==> config.mk <==
export PLATFORM = sky130hd
export DESIGN_NAME = auth_seq_blk
export DESIGN_NICKNAME = d
export VERILOG_FILES = /design/src/rtl/auth_seq_blk.sv
export SDC_FILE = /design/constraint.sdc
export NUM_CORES = 1
export LEC_CHECK = 0
export CAP_MARGIN = 20
export CORE_ASPECT_RATIO = 1.4
export CORE_MARGIN = 2
export CORE_UTILIZATION = 45
export CTS_CLUSTER_SIZE = 12
export DETAILED_ROUTE_END_ITERATION = 16
export SKIP_LAST_GASP = 1
export SLEW_MARGIN = 20
export SYNTH_ARGS = -nofsm -noshare
export SYNTH_HDL_FRONTEND = slang
export SYNTH_SLANG_ARGS = --single-unit
==> constraint.sdc <==
create_clock -name clk -period 2.7 [get_ports clk]
set_input_delay 0.405 -clock clk [delete_from_list [all_inputs] [get_ports clk]]
set_output_delay 0.405 -clock clk [all_outputs]
set_load 0.1 [all_outputs]
==> src/rtl/auth_seq_blk.sv <==
// Power-authentication gate between uart_rx and the drivetrain enable logic.
// Unlocks on a multi-byte key, with key timeout, wrong-key lockout and debounced rider-off stop.
module auth_seq_blk #(
  parameter int                   KEY_LEN     = 2,
  parameter logic [8*KEY_LEN-1:0] KEY         = {8'h6F, 8'h67},
  parameter logic [7:0]           OFF_CMD     = 8'h73,
  parameter int                   MAX_FAIL    = 3,
  parameter int                   KEY_TO      = 50_000_000,
  parameter int                   OFF_DLY     = 1_000_000,
  parameter int                   LOCK_CYCLES = 500_000_000
) (
  input  logic       clk,
  input  logic       rst,
  input  logic [7:0] rx_data,
  input  logic       rx_rdy,
  input  logic       rider_off,
  output logic       clr_rx_rdy,
  output logic       pwr_up,
  output logic       locked,
  output logic       key_err
);

  localparam int IDX_W  = (KEY_LEN > 1)     ? $clog2(KEY_LEN)      : 1;
  localparam int FAIL_W = (MAX_FAIL > 0)    ? $clog2(MAX_FAIL + 1) : 1;
  localparam int KT_W   = (KEY_TO > 1)      ? $clog2(KEY_TO)       : 1;
  localparam int OT_W   = (OFF_DLY > 1)     ? $clog2(OFF_DLY)      : 1;
  localparam int LT_W   = (LOCK_CYCLES > 1) ? $clog2(LOCK_CYCLES)  : 1;

  localparam logic [IDX_W-1:0]  IDX_LAST  = IDX_W'(KEY_LEN - 1);
  localparam logic [FAIL_W-1:0] FAIL_LIM  = FAIL_W'(MAX_FAIL);
  localparam logic [FAIL_W-1:0] FAIL_SAT  = {FAIL_W{1'b1}};
  localparam logic [KT_W-1:0]   KEY_LAST  = KT_W'(KEY_TO - 1);
  localparam logic [OT_W-1:0]   OFF_LAST  = OT_W'(OFF_DLY - 1);
  localparam logic [LT_W-1:0]   LOCK_LAST = LT_W'(LOCK_CYCLES - 1);
  localparam logic [7:0]        KEY_FIRST = KEY[7:0];

  localparam logic [2:0] S_OFF   = 3'd0;
  localparam logic [2:0] S_KEYIN = 3'd1;
  localparam logic [2:0] S_RUN   = 3'd2;
  localparam logic [2:0] S_STOP  = 3'd3;
  localparam logic [2:0] S_LOCK  = 3'd4;

  logic [2:0]        state, state_nxt;
  logic [IDX_W-1:0]  idx, idx_nxt;
  logic [FAIL_W-1:0] fail_cnt, fail_nxt;
  logic [KT_W-1:0]   key_tmr, key_tmr_nxt;
  logic [OT_W-1:0]   off_tmr, off_tmr_nxt;
  logic [LT_W-1:0]   lock_tmr, lock_tmr_nxt;
  logic [7:0]        exp_byte;

  assign exp_byte   = 8'(KEY >> {idx, 3'b000});
  assign clr_rx_rdy = rx_rdy;
  assign pwr_up     = (state == S_RUN) || (state == S_STOP);
  assign locked     = (state == S_LOCK);

  // Timers default to zero so that any state change, including re-entry, starts them cleared.
  always_comb begin
    state_nxt    = state;
    idx_nxt      = idx;
    fail_nxt     = fail_cnt;
    key_tmr_nxt  = '0;
    off_tmr_nxt  = '0;
    lock_tmr_nxt = '0;
    key_err      = 1'b0;
    case (state)
      S_OFF: begin
        idx_nxt = '0;
        if (rx_rdy && (rx_data == KEY_FIRST)) begin
          if (KEY_LEN == 1) begin
            state_nxt = S_RUN;
            fail_nxt  = '0;
          end else begin
            state_nxt = S_KEYIN;
            idx_nxt   = IDX_W'(1);
          end
        end
      end
      S_KEYIN: begin
        if (rx_rdy) begin
          if (rx_data == exp_byte) begin
            if (idx == IDX_LAST) begin
              state_nxt = S_RUN;
              fail_nxt  = '0;
              idx_nxt   = '0;
            end else begin
              idx_nxt = idx + 1'b1;
            end
          end else begin
            key_err  = 1'b1;
            fail_nxt = (fail_cnt == FAIL_SAT) ? fail_cnt : fail_cnt + 1'b1;
            idx_nxt  = '0;
            if ((MAX_FAIL != 0) && (fail_nxt == FAIL_LIM)) begin
              state_nxt = S_LOCK;
            end else begin
              state_nxt = S_OFF;
            end
          end
        end else if (key_tmr == KEY_LAST) begin
          state_nxt = S_OFF;
          idx_nxt   = '0;
        end else begin
          key_tmr_nxt = key_tmr + 1'b1;
        end
      end
      S_RUN: begin
        if (rx_rdy && (rx_data == OFF_CMD)) begin
          state_nxt = rider_off ? S_OFF : S_STOP;
        end
      end
      S_STOP: begin
        // A resume byte takes priority over the rider-off debounce expiring.
        if (rx_rdy && (rx_data == KEY_FIRST)) begin
          state_nxt = S_RUN;
        end else if (rider_off) begin
          if (off_tmr == OFF_LAST) begin
            state_nxt = S_OFF;
          end else begin
            off_tmr_nxt = off_tmr + 1'b1;
          end
        end
      end
      S_LOCK: begin
        if (lock_tmr == LOCK_LAST) begin
          state_nxt = S_OFF;
          fail_nxt  = '0;
        end else begin
          lock_tmr_nxt = lock_tmr + 1'b1;
        end
      end
      default: begin
        state_nxt = S_OFF;
        idx_nxt   = '0;
      end
    endcase
  end

  always_ff @(posedge clk) begin
    if (rst) begin
      state    <= S_OFF;
      idx      <= '0;
      fail_cnt <= '0;
      key_tmr  <= '0;
      off_tmr  <= '0;
      lock_tmr <= '0;
    end else begin
      state    <= state_nxt;
      idx      <= idx_nxt;
      fail_cnt <= fail_nxt;
      key_tmr  <= key_tmr_nxt;
      off_tmr  <= off_tmr_nxt;
      lock_tmr <= lock_tmr_nxt;
    end
  end

endmodule

==> results of run 1 <==
cell usage after synthesis (2+ instances only):
cell type,n,area share (%)
xnor2_1,31,7.1
nand4_1,25,4.1
nand2_1,20,2.0
nor3b_1,3,0.59
or3_1,2,0.33
dfxtp_1,81,42
nand3_1,35,4.6
ha_1,3,0.98
nor4_1,12,2.0
inv_1,10,0.98
buf_2,7,0.91
and3_1,11,1.8
nor2_1,66,6.4
nand2b_1,5,0.81
nor4bb_1,2,0.52
and4_1,6,1.4
nor3_1,38,4.9
nor4b_1,3,0.68
a31oi_1,2,0.33
xor2_1,39,8.9
nor2b_1,6,0.98
clkbuf_1,9,0.88
buf_4,3,0.59
a21oi_1,4,0.52
and2_1,3,0.49
per-stage QoR:
| step | hold WS, ps | instance area, sq um | power (W) |
|---|---|---|---|
| global placement | 432 | 4090 | 0.00132 |
| finish | 451 | 4390 | 0.00249 |
| floorplan | 418 | 3850 | 0.00129 |
| detailed placement | 446 | 4090 | 0.00132 |
| CTS | 456 | 4390 | 0.00253 |
| global route | 475 | 4390 | 0.00259 |
flip-flops by register name, indices dropped and copies added (netlist names):
register / count
state: 3
key_tmr: 26
lock_tmr: 29
idx: 1
off_tmr: 20
fail_cnt: 2
layout by cell type, fill, tap and decap left out, types with 2 or more instances in the layout:
master and n:
a21oi_1 4, a31oi_1 2, and2_1 3, and3_1 11, and4_1 6, buf_4 11, clkbuf_16 9, clkdlybuf4s50_1 11
clkinv_2 2, clkinvlp_4 2, dfxtp_1 81, ha_1 3, inv_1 10, nand2_1 20, nand2b_1 5, nand3_1 35
nand4_1 25, nor2_1 66, nor2b_1 5, nor3_1 38, nor3b_1 2, nor4_1 12, nor4b_1 3, nor4bb_1 2
or3_1 2, xnor2_1 31, xor2_1 39
logic make-up (layout without fill, tap and decap cells):
logic type	after synthesis	count (layout)	synth area share [%]
DFF	81	81	42.2
and+or+nand+nor	245	245	33.5
AOI/OAI and AO/OA	15	15	3.16
buffers and inverters	30	49	3.65
muxes	2	2	0.553
adders and majority gates	3	3	0.977
xor gates and xnor gates	70	70	16.0
path summary, 6_finish.rpt:
check | from | end | slack [ps]
setup / recovery | key_tmr[0] | lock_tmr[19] | 510
hold / removal | key_tmr[0] | key_tmr[0] | 450
setup reg to reg | key_tmr[0] | lock_tmr[19] | 510
hold reg to reg | key_tmr[0] | key_tmr[0] | 450
critical path: stages, from the launching register on:
cell	delay, ps
dfxtp_1	350
ha_1	220
nand2_1	130
nor4_1	330
a31oi_1	230
a2111oi_4	320
buf_4	370
nor3_1	110
per-layer routing:
metal	global-route usage, %	vias up
met5	0	-
met4	9.33	0
met3	3.59	16
met2	26.3	32
met1	22.2	1410
li1	-	1593
final cells by class:
cell class / instances / area (sq um) / share of cell area, %
inverter: 10 / 37.5 / 0.856
clock buffer: 11 / 243 / 5.53
multi-input combinational: 335 / 2090 / 47.6
tap: 102 / 128 / 2.91
timing repair buffer: 23 / 213 / 4.85
sequential: 81 / 1620 / 37.0
clock inverter: 5 / 55.1 / 1.25
power breakdown:
part	total, W	switching [W]	internal (W)
clock network	0.00121	0.000468	0.000738
registers	0.00120	0.00000547	0.00120
logic	0.0000853	0.0000490	0.0000362
total	0.00249	0.000523	0.00197
==> summary.md, run 1 <==
| Metric | Value |
|---|---|
| Register bit total from synthesis | `81` |
| Hold Path Depth | `1` |
| Final TNS setup | `0 ps` |
| Worst-Margin Slew | `roughly 520 ps` |
| Diode count | `0` |
| First-pass DRT Iterations | `4` |
| Cts repair resizes | `0` |
| Synth warn | `0` |
| Initial antenna violation count | `0` |
| Synthesized area | `slightly below 4000 sq um` |
| Type of the tightest min-delay check | `flop to flop` |
| Routed vias | `3051` |
| Hold_buf cts | `0` |
| Later-pin clock latency in the skew report | `about 340 ps` |
| Vias in the first global route | `2885` |
| Row count | `39` |
| Metal-1 WL | `about 3600 um` |
| Setup bufs post-CTS | `0` |
| Pin count of the biggest net entering global routing | `30` |
| Layout Skew | `7.44 ps` |
| Post-synth EDFFs | `0` |
| Fmax | `~0.46 GHz` |
| Avg Inst Size Synth | `8.62 sq um` |
| Fill cell count | `787` |
| Max-Cap Viols | `0` |
| Htree depth | `3` |
| Top routing layer in use | `met4` |
| Met3 routed WL | `191 um` |
| Post-Layout Cell Count | `567` |
| Residual DRC | `0` |
| DR iter-0 viols | `about 120` |
| Crit start category | `flop` |
| Clk slew on worst S/H paths | `60 ps` |
| Setup-failing EPs final | `0` |
| Final ANT Viol Nets | `0` |
| Pre-CTS setup slack | `~190 ps` |
| Area Growth Syn to Fin | `14.1%` |
| HPWL after detailed placement | `around 5000 um` |
| Die height | `roughly 110 um` |
| Status | `completed` |
| Seq/Total Area, Yosys | `around 42%` |
| RePlAce Congestion | `0.816` |
| Slew Viols, Final | `0` |
| Post-synth ARST share | `0%` |
| Nets | `475` |
| CTS Sinks | `81` |
| Placed cell count | `approximately 550` |
| Overall Global Routing Usage | `between 10% and 20%` |
| Worst Path Class, Setup | `flop to flop` |
| Final Hold Fails | `0` |
| CP endpoint kind | `flop` |
| # port buffers | `15` |
| Starting Density | `between 40% and 50%` |
| Worst EP arrival | `2400 ps` |
| Final WS setup | `around 500 ps` |
| Core area | `between 8000 and 9000 sq um` |
| Period Utilization, post-route | `81.0%` |
| Die width | `~82 um` |
| Clk buf depth | `2` |
| Root buf cell | `clkbuf_16` |
| Req. time, crit path | `between 2000 and 3000 ps` |
| Yosys cell types | `45` |
| R2R cell count | `7` |
| First-pass GRT wire length | `around 13000 um` |
| Routed wire per std cell | `~13 um` |
| I/O pin count | `16` |
| CTS tree | `yes` |
| VDD IR max | `0.354 mV` |
| Max Fanout on Critical Path | `29` |
| Met2 routed WL | `~3300 um` |
| Crit path time final | `~2200 ps` |
| Final WL | `approximately 7300 um` |
| Syn nets | `about 460` |
| Total CTS buffers | `9` |
| Via density per instance | `roughly 5.4` |
| Grt ovf | `0` |
| Main flop type after synthesis | `dfxtp_1` |
| P per Cell Area | `between 500 and 600 nW/um^2` |
| Slew margin rel. | `between 60 and 70%` |
| Leak | `around 1.3 nW` |
| Layout cells sized above 1 | `about 7.3%` |
| Post-Syn Instances | `~450` |
| RSZ-0062 raised after global routing | `false` |
| Die area | `about 9300 sq um` |
| Core Util, Final | `a little over half` |
No activity file was read; power rests on OpenSTA's default activity.
==> inputs of run 2 (changes only) <==
Clock period 2.7 ns to 1.76 ns, I/O delays scaled along.
==> run 2 against run 1 <==
  * The flow now finishes with violations (setup timing)
  * Clock power rose by 53%
  * Routed wire length increased by 20%
  * Combinational power grew to 2.6 times the previous value
  * Largest cell class unchanged
==> summary.md, run 2 (same netlist as run 1, synthesis figures left out) <==
| Metric | Value |
|---|---|
| Status | `finished with violations` |
| Failing checks | `setup timing` |
| RSZ-0062 raised after global routing | `true` |
| Row count | `39` |
| R2R cell count | `7` |
| Slew Viols, Final | `0` |
| Type of the tightest min-delay check | `flop to flop` |
| Die area | `between 9000 and 10000 sq um` |
| # port buffers | `15` |
| CTS tree | `yes` |
| Most frequent cells in the layout | `buf_4, dfxtp_1, nor2_1` |
| Psw | `between 0.0008 and 0.0009 W` |
| Worst-path cell chain | `nor4bb_4 -> and4_4 -> a31oi_4 -> a2111oi_4 -> buf_6 -> buf_12 -> nor3_1` |
| Commonest non-fill, non-tap cell in the layout | `buf_4` |
| Clk slew on worst S/H paths | `~60 ps` |
| Setup-failing EPs final | `31` |
| Slew margin rel. | `just over 70%` |
| Grt ovf | `0` |
| VDD IR max | `about 0.68 mV` |
| R2r setup slk | `-110 ps` |
| CTS Sinks | `around 80` |
| Register Area | `1640 sq um` |
| CP endpoint kind | `flop` |
| Clock power share | `between 40% and 50%` |
| Die width | `between 80 and 90 um` |
| Pin count of the biggest net entering global routing | `30` |
| P per Cell Area | `a little over 700 nW/um^2` |
| Worst Path Class, Setup | `flop to flop` |
| Later-pin clock latency in the skew report | `roughly 340 ps` |
| Final WL | `between 8000 and 9000 um` |
| Worst hold slack | `522 ps` |
| Vias in the first global route | `between 3000 and 4000` |
| Fmax | `between 0.5 and 0.6 GHz` |
| Largest stage delay, worst path | `about 340 ps` |
| Capturing point of the worst reg2reg path | `lock_tmr[22]` |
| Bufs and invs on worst path | `2` |
| Logic pwr share | `about 5.6%` |
| I/O pin count | `16` |
| Core area | `between 8000 and 9000 sq um` |
| Period Utilization, post-route | `106%` |
| First-pass DRT Iterations | `4` |
| DR iter-0 viols | `120` |
| Sequential Power Share | `47.2%` |
| Top reg by flops | `lock_tmr` |
| Req. time, crit path | `around 2000 ps` |
| Via density per instance | `5.20` |
| Clk buf depth | `2` |
| Nets | `564` |
| Htree depth | `3` |
| Diode count | `0` |
| Max Fanout on Critical Path | `15` |
| Max-Cap Viols | `0` |
| Final WS setup | `-105 ps` |
| Final Hold Fails | `0` |
| Total CTS buffers | `9` |
| Critical-path top delay cell | `dfxtp_2` |
| Root buf cell | `clkbuf_16` |
| P_int | `between 0.003 and 0.004 W` |
| Crit path time final | `1870 ps` |
| RePlAce Congestion | `between 0.8 and 0.9` |
| Launch point of the worst path | `lock_tmr[28]` |
| Layout Skew | `8.43 ps` |
| Final ANT Viol Nets | `0` |
| Initial antenna violation count | `0` |
| Hold_sp | `fail_cnt[1]` |
| HPWL after detailed placement | `roughly 6000 um` |
| Largest registers | `lock_tmr x29, key_tmr x26, off_tmr x20` |
| Worst EP arrival | `between 2000 and 2500 ps` |
| Critical path's top delay family | `simple AND/OR/NAND/NOR gates` |
| Hold_buf cts | `0` |
| Fill cell count | `702` |
| Largest register FFs | `29` |
| Overall Global Routing Usage | `about a fifth` |
| Routed wire per std cell | `roughly 13 um` |
| Pre-CTS setup slack | `-405 ps` |
| FF-to-FF Start | `lock_tmr[28]` |
| Die height | `roughly 110 um` |
| CP Capture Point | `lock_tmr[22]` |
| Residual DRC | `0` |
| Crit start category | `flop` |
| Area Growth Syn to Fin | `42.7%` |
| Worst path depth | `7` |
| First-pass GRT wire length | `approximately 15000 um` |
| Area of the multi-input gates | `around 2300 sq um` |
| Routed vias | `3414` |
| Starting Density | `between 40% and 50%` |
| Worst-Margin Slew | `between 400 and 500 ps` |
| Leak | `between 1.5 and 2 nW` |
| Layout cells sized above 1 | `between 30% and 40%` |
| Sw Ratio | `21.3%` |
-- run 2: cell types whose count changed in the layout (fill, tap and decap cells not counted), sizes merged --
cell | before | now
clkinv | 2 | 4
clkinvlp | 2 | 1
dlymetal6s2s | 0 | 1
clkdlybuf4s50 | 11 | 10
clkbuf | 11 | 12
buf | 12 | 99
-- run 2: final cells by class --
class | count | share of cell area [%]
flip-flops and latches | 81 | 29.9
clock buffers | 10 | 4.36
multi-input cells | 335 | 42.8
repair buffers | 112 | 18.9
well taps | 102 | 2.33
clock inverters | 6 | 1.05
inverters | 10 | 0.684
-- run 2: per-stage QoR --
stage	util [%]	setup TNS, ps	cell area (sq um)	std cells	total power [W]
finish	66.5	-2740	5490	656	0.00391
global route	66.5	-5870	5490	656	0.00405
CTS	64.2	-4100	5290	651	0.00393
detailed placement	59.1	-20530	4870	632	0.00207
global placement	59.1	-19110	4870	632	0.00207
floorplan	-	-9790	3950	446	0.00199
-- run 2: routing by layer --
| metal | up-vias | track usage (%) | wire length (um) |
|---|---|---|---|
| li1 | 1774 | - | - |
| met1 | 1583 | 24.8 | 3970 |
| met2 | 45 | 33.1 | 4300 |
| met3 | 12 | 4.70 | 266 |
| met4 | 0 | 7.67 | 177 |
| met5 | - | 0 | 0 |
-- run 2: power groups by stage --
| stage | clock (W) | sequential (W) | combinational (W) |
|---|---|---|---|
| 2_1_floorplan | 0 | 0.00188 | 0.000108 |
| 3_3_place_gp | 0 | 0.00188 | 0.000182 |
| 3_5_place_dp | 0 | 0.00189 | 0.000183 |
| 4_1_cts | 0.00190 | 0.00185 | 0.000194 |
| 5_1_grt | 0.00197 | 0.00185 | 0.000233 |
| 6_report | 0.00185 | 0.00185 | 0.000218 |
-- run 2: worst min-delay path by stage --
stage | slack, ps | to | cells past startpoint
after floorplan | 420 | key_tmr[0] | 1
after global placement | 500 | off_tmr[19] | 2
after detailed placement | 510 | fail_cnt[1] | 2
after CTS | 510 | key_tmr[0] | 2
after global routing | 560 | off_tmr[0] | 2
final | 520 | fail_cnt[1] | 2
-- run 2: what timing repair did --
action / 4_1_cts / 5_1_grt
cloned: 1 / 2
gates resized for setup: 19 / 28
setup buffers: 2 / 4
pin swaps: 6 / 10
setup endpoints to repair: 59 / 59
hold endpoints to repair: 0 / 0
-- run 2: worst reg2reg max path, cell delays in order, from the launching register on --
cell	delay (ps)
dfxtp_2	340
nor4bb_4	300
and4_4	280
a31oi_4	110
a2111oi_4	330
buf_6	190
buf_12	150
nor3_1	60
==> inputs of run 3 (changes only) <==
Settings changed: CORE_UTILIZATION 45 to 30.
==> run 3 against run 2 <==
  * The flow still finishes with violations (setup timing)
  * Utilization down 22 points
  * Worst setup slack worse by 10 ps
  * Clock power up 7%
  * Register-to-register slack about the same
  * Flip-flop and latch count unchanged
  * Clock skew down 0.78 ps
  * Combinational power about the same
  * Total power up 3.4%
  * First-iteration DRC count up 64%
  * Critical path depth unchanged
  * Largest power group is now clock
==> summary.md, run 3 (same netlist as run 1, synthesis figures left out) <==
| Metric | Value |
|---|---|
| Status | `finished with violations` |
| Failing checks | `setup timing` |
| Worst EP arrival | `2110 ps` |
| Hold Path Depth | `2` |
| HPWL after detailed placement | `between 6000 and 7000 um` |
| Crit start category | `flop` |
| Starting Density | `between 30% and 40%` |
| First-pass GRT wire length | `between 15000 and 20000 um` |
| Most frequent cells in the layout | `buf_4, nor2_1, dfxtp_1` |
| CP endpoint kind | `flop` |
| Type of the tightest min-delay check | `flop to flop` |
| Largest register FFs | `29` |
| CTS tree | `yes` |
| Die area | `roughly 14000 sq um` |
| Leak | `1.92 nW` |
| Initial antenna violation count | `0` |
| Max Fanout on Critical Path | `7` |
| Diode count | `0` |
| Htree depth | `3` |
| Pin count of the biggest net entering global routing | `30` |
| Routed wire per std cell | `around 13 um` |
| Vias in the first global route | `~3500` |
| RSZ-0062 raised after global routing | `true` |
| Layout Skew | `roughly 7.7 ps` |
| # port buffers | `15` |
| Overall Global Routing Usage | `~14%` |
| Psw | `0.000851 W` |
| Final WL | `9420 um` |
| Worst hold slack | `a little over 500 ps` |
| Sw Ratio | `between 20% and 30%` |
| Grt ovf | `0` |
| Die height | `around 140 um` |
| Crit path time final | `about 1900 ps` |
| Fmax | `0.533 GHz` |
| Worst Path Class, Setup | `flop to flop` |
| Core area | `between 10000 and 15000 sq um` |
| Worst-Margin Slew | `between 400 and 500 ps` |
| Later-pin clock latency in the skew report | `roughly 340 ps` |
| Sequential Power Share | `a little under half` |
| Die width | `99.7 um` |
| R2R cell count | `7` |
| I/O pin count | `16` |
| Row count | `48` |
| Total CTS buffers | `9` |
| First-pass DRT Iterations | `4` |
| R2r setup slk | `-120 ps` |
| Hold_sp | `fail_cnt[1]` |
| RePlAce Congestion | `slightly above 0.8` |
| Final TNS setup | `-2890 ps` |
| Commonest non-fill, non-tap cell in the layout | `buf_4` |
| P_int | `~0.0032 W` |
| DR iter-0 viols | `between 150 and 200` |
| P per Cell Area | `a little over 700 nW/um^2` |
| Final Hold Fails | `0` |
| Final WS setup | `-116 ps` |
| FF-to-FF Start | `lock_tmr[11]` |
| Routed vias | `3557` |
| Core Util, Final | `~45%` |
| Slew margin rel. | `between 60 and 70%` |
| Area Growth Syn to Fin | `45.1%` |
| Nets | `about 570` |
| Final ANT Viol Nets | `0` |
| Residual DRC | `0` |
| Root buf cell | `clkbuf_16` |
| Largest registers | `lock_tmr x29, key_tmr x26, off_tmr x20` |
| Capturing point of the worst reg2reg path | `lock_tmr[22]` |
| CTS Sinks | `81` |
| Setup-failing EPs final | `32` |
| Layout cells sized above 1 | `between 30% and 40%` |
| Logic pwr share | `~5.5%` |
| Clk buf depth | `2` |
| Worst min-delay path endpoint | `fail_cnt[1]` |
| Hold_buf cts | `0` |
| Total power draw | `0.00405 W` |
| Via density per instance | `slightly above 5` |
| Slew Viols, Final | `0` |
| Clk slew on worst S/H paths | `60 ps` |
| VDD IR max | `0.466 mV` |
| Top reg by flops | `lock_tmr` |
| Req. time, crit path | `a little under 2000 ps` |
| Max-Cap Viols | `0` |
| Clock power share | `48.9%` |
| Period Utilization, post-route | `107%` |
| Fill cell count | `1167` |
-- run 3: cell count changes in the layout (fill, tap and decap cells not counted), sizes merged --
cell / before / now
clkdlybuf4s50: 10 / 11
clkinvlp: 1 / 2
dlymetal6s2s: 1 / 0
bufinv: 1 / 2
buf: 99 / 101
clkinv: 4 / 1
-- run 3: cell type report --
| type | count | area [sq um] | share of cell area, % |
|---|---|---|---|
| multi-input cells | 335 | 2390 | 42.8 |
| flip-flops and latches | 81 | 1650 | 29.5 |
| repair buffers | 113 | 1010 | 18.1 |
| clock buffers | 11 | 233 | 4.17 |
| well taps | 150 | 188 | 3.36 |
| clock inverters | 5 | 80.1 | 1.44 |
| inverters | 10 | 37.5 | 0.673 |
-- run 3: per-layer routing --
metal,share of wire [%],global-route usage (%),up-vias
met5,0,0,-
met4,1.9,6.54,0
met3,2.8,2.77,14
met2,55,25.3,56
met1,40,14.9,1719
li1,-,-,1768
-- run 3: power by group through the flow --
stage          clock network [W]  registers [W]  logic (W)
2_1_floorplan                  0        0.00188   0.000108
3_3_place_gp                   0        0.00189   0.000187
3_5_place_dp                   0        0.00189   0.000189
4_1_cts                  0.00201        0.00185   0.000199
5_1_grt                  0.00211        0.00185   0.000232
6_report                 0.00198        0.00185   0.000221
-- run 3: worst max-delay path by stage --
stage	to	cells after the start	slack, ps	start
final	lock_tmr[22]	7	-120	lock_tmr[11]
after global routing	lock_tmr[10]	7	-170	off_tmr[8]
after CTS	lock_tmr[17]	7	-130	key_tmr[4]
after detailed placement	lock_tmr[17]	8	-420	rx_data[7]
after global placement	lock_tmr[11]	8	-390	rx_data[7]
after floorplan	state[0]	6	-380	state[0]
-- run 3: worst max-delay path: stages, from the launching register on --
cell	delay (ps)
dfxtp_2	330
nor4bb_4	290
and4_4	280
a31oi_4	100
a2111oi_4	340
buf_6	210
clkbuf_16	160
nor3_1	40
-- run 3: metrics by stage --
step,cell area [sq um],instances,setup slack (ps)
detailed placement,4960,683,-418
global placement,4960,683,-393
global route,5580,705,-173
finish,5580,705,-116
CTS,5390,701,-127
floorplan,3950,446,-382
-- run 3: what timing repair did --
action                                  4_1_cts  5_1_grt
setup buffers                                 2        3
endpoints found under the setup margin       59       49
cloned                                        0        1
gates resized for setup                      27       29
pin swaps                                     4       15
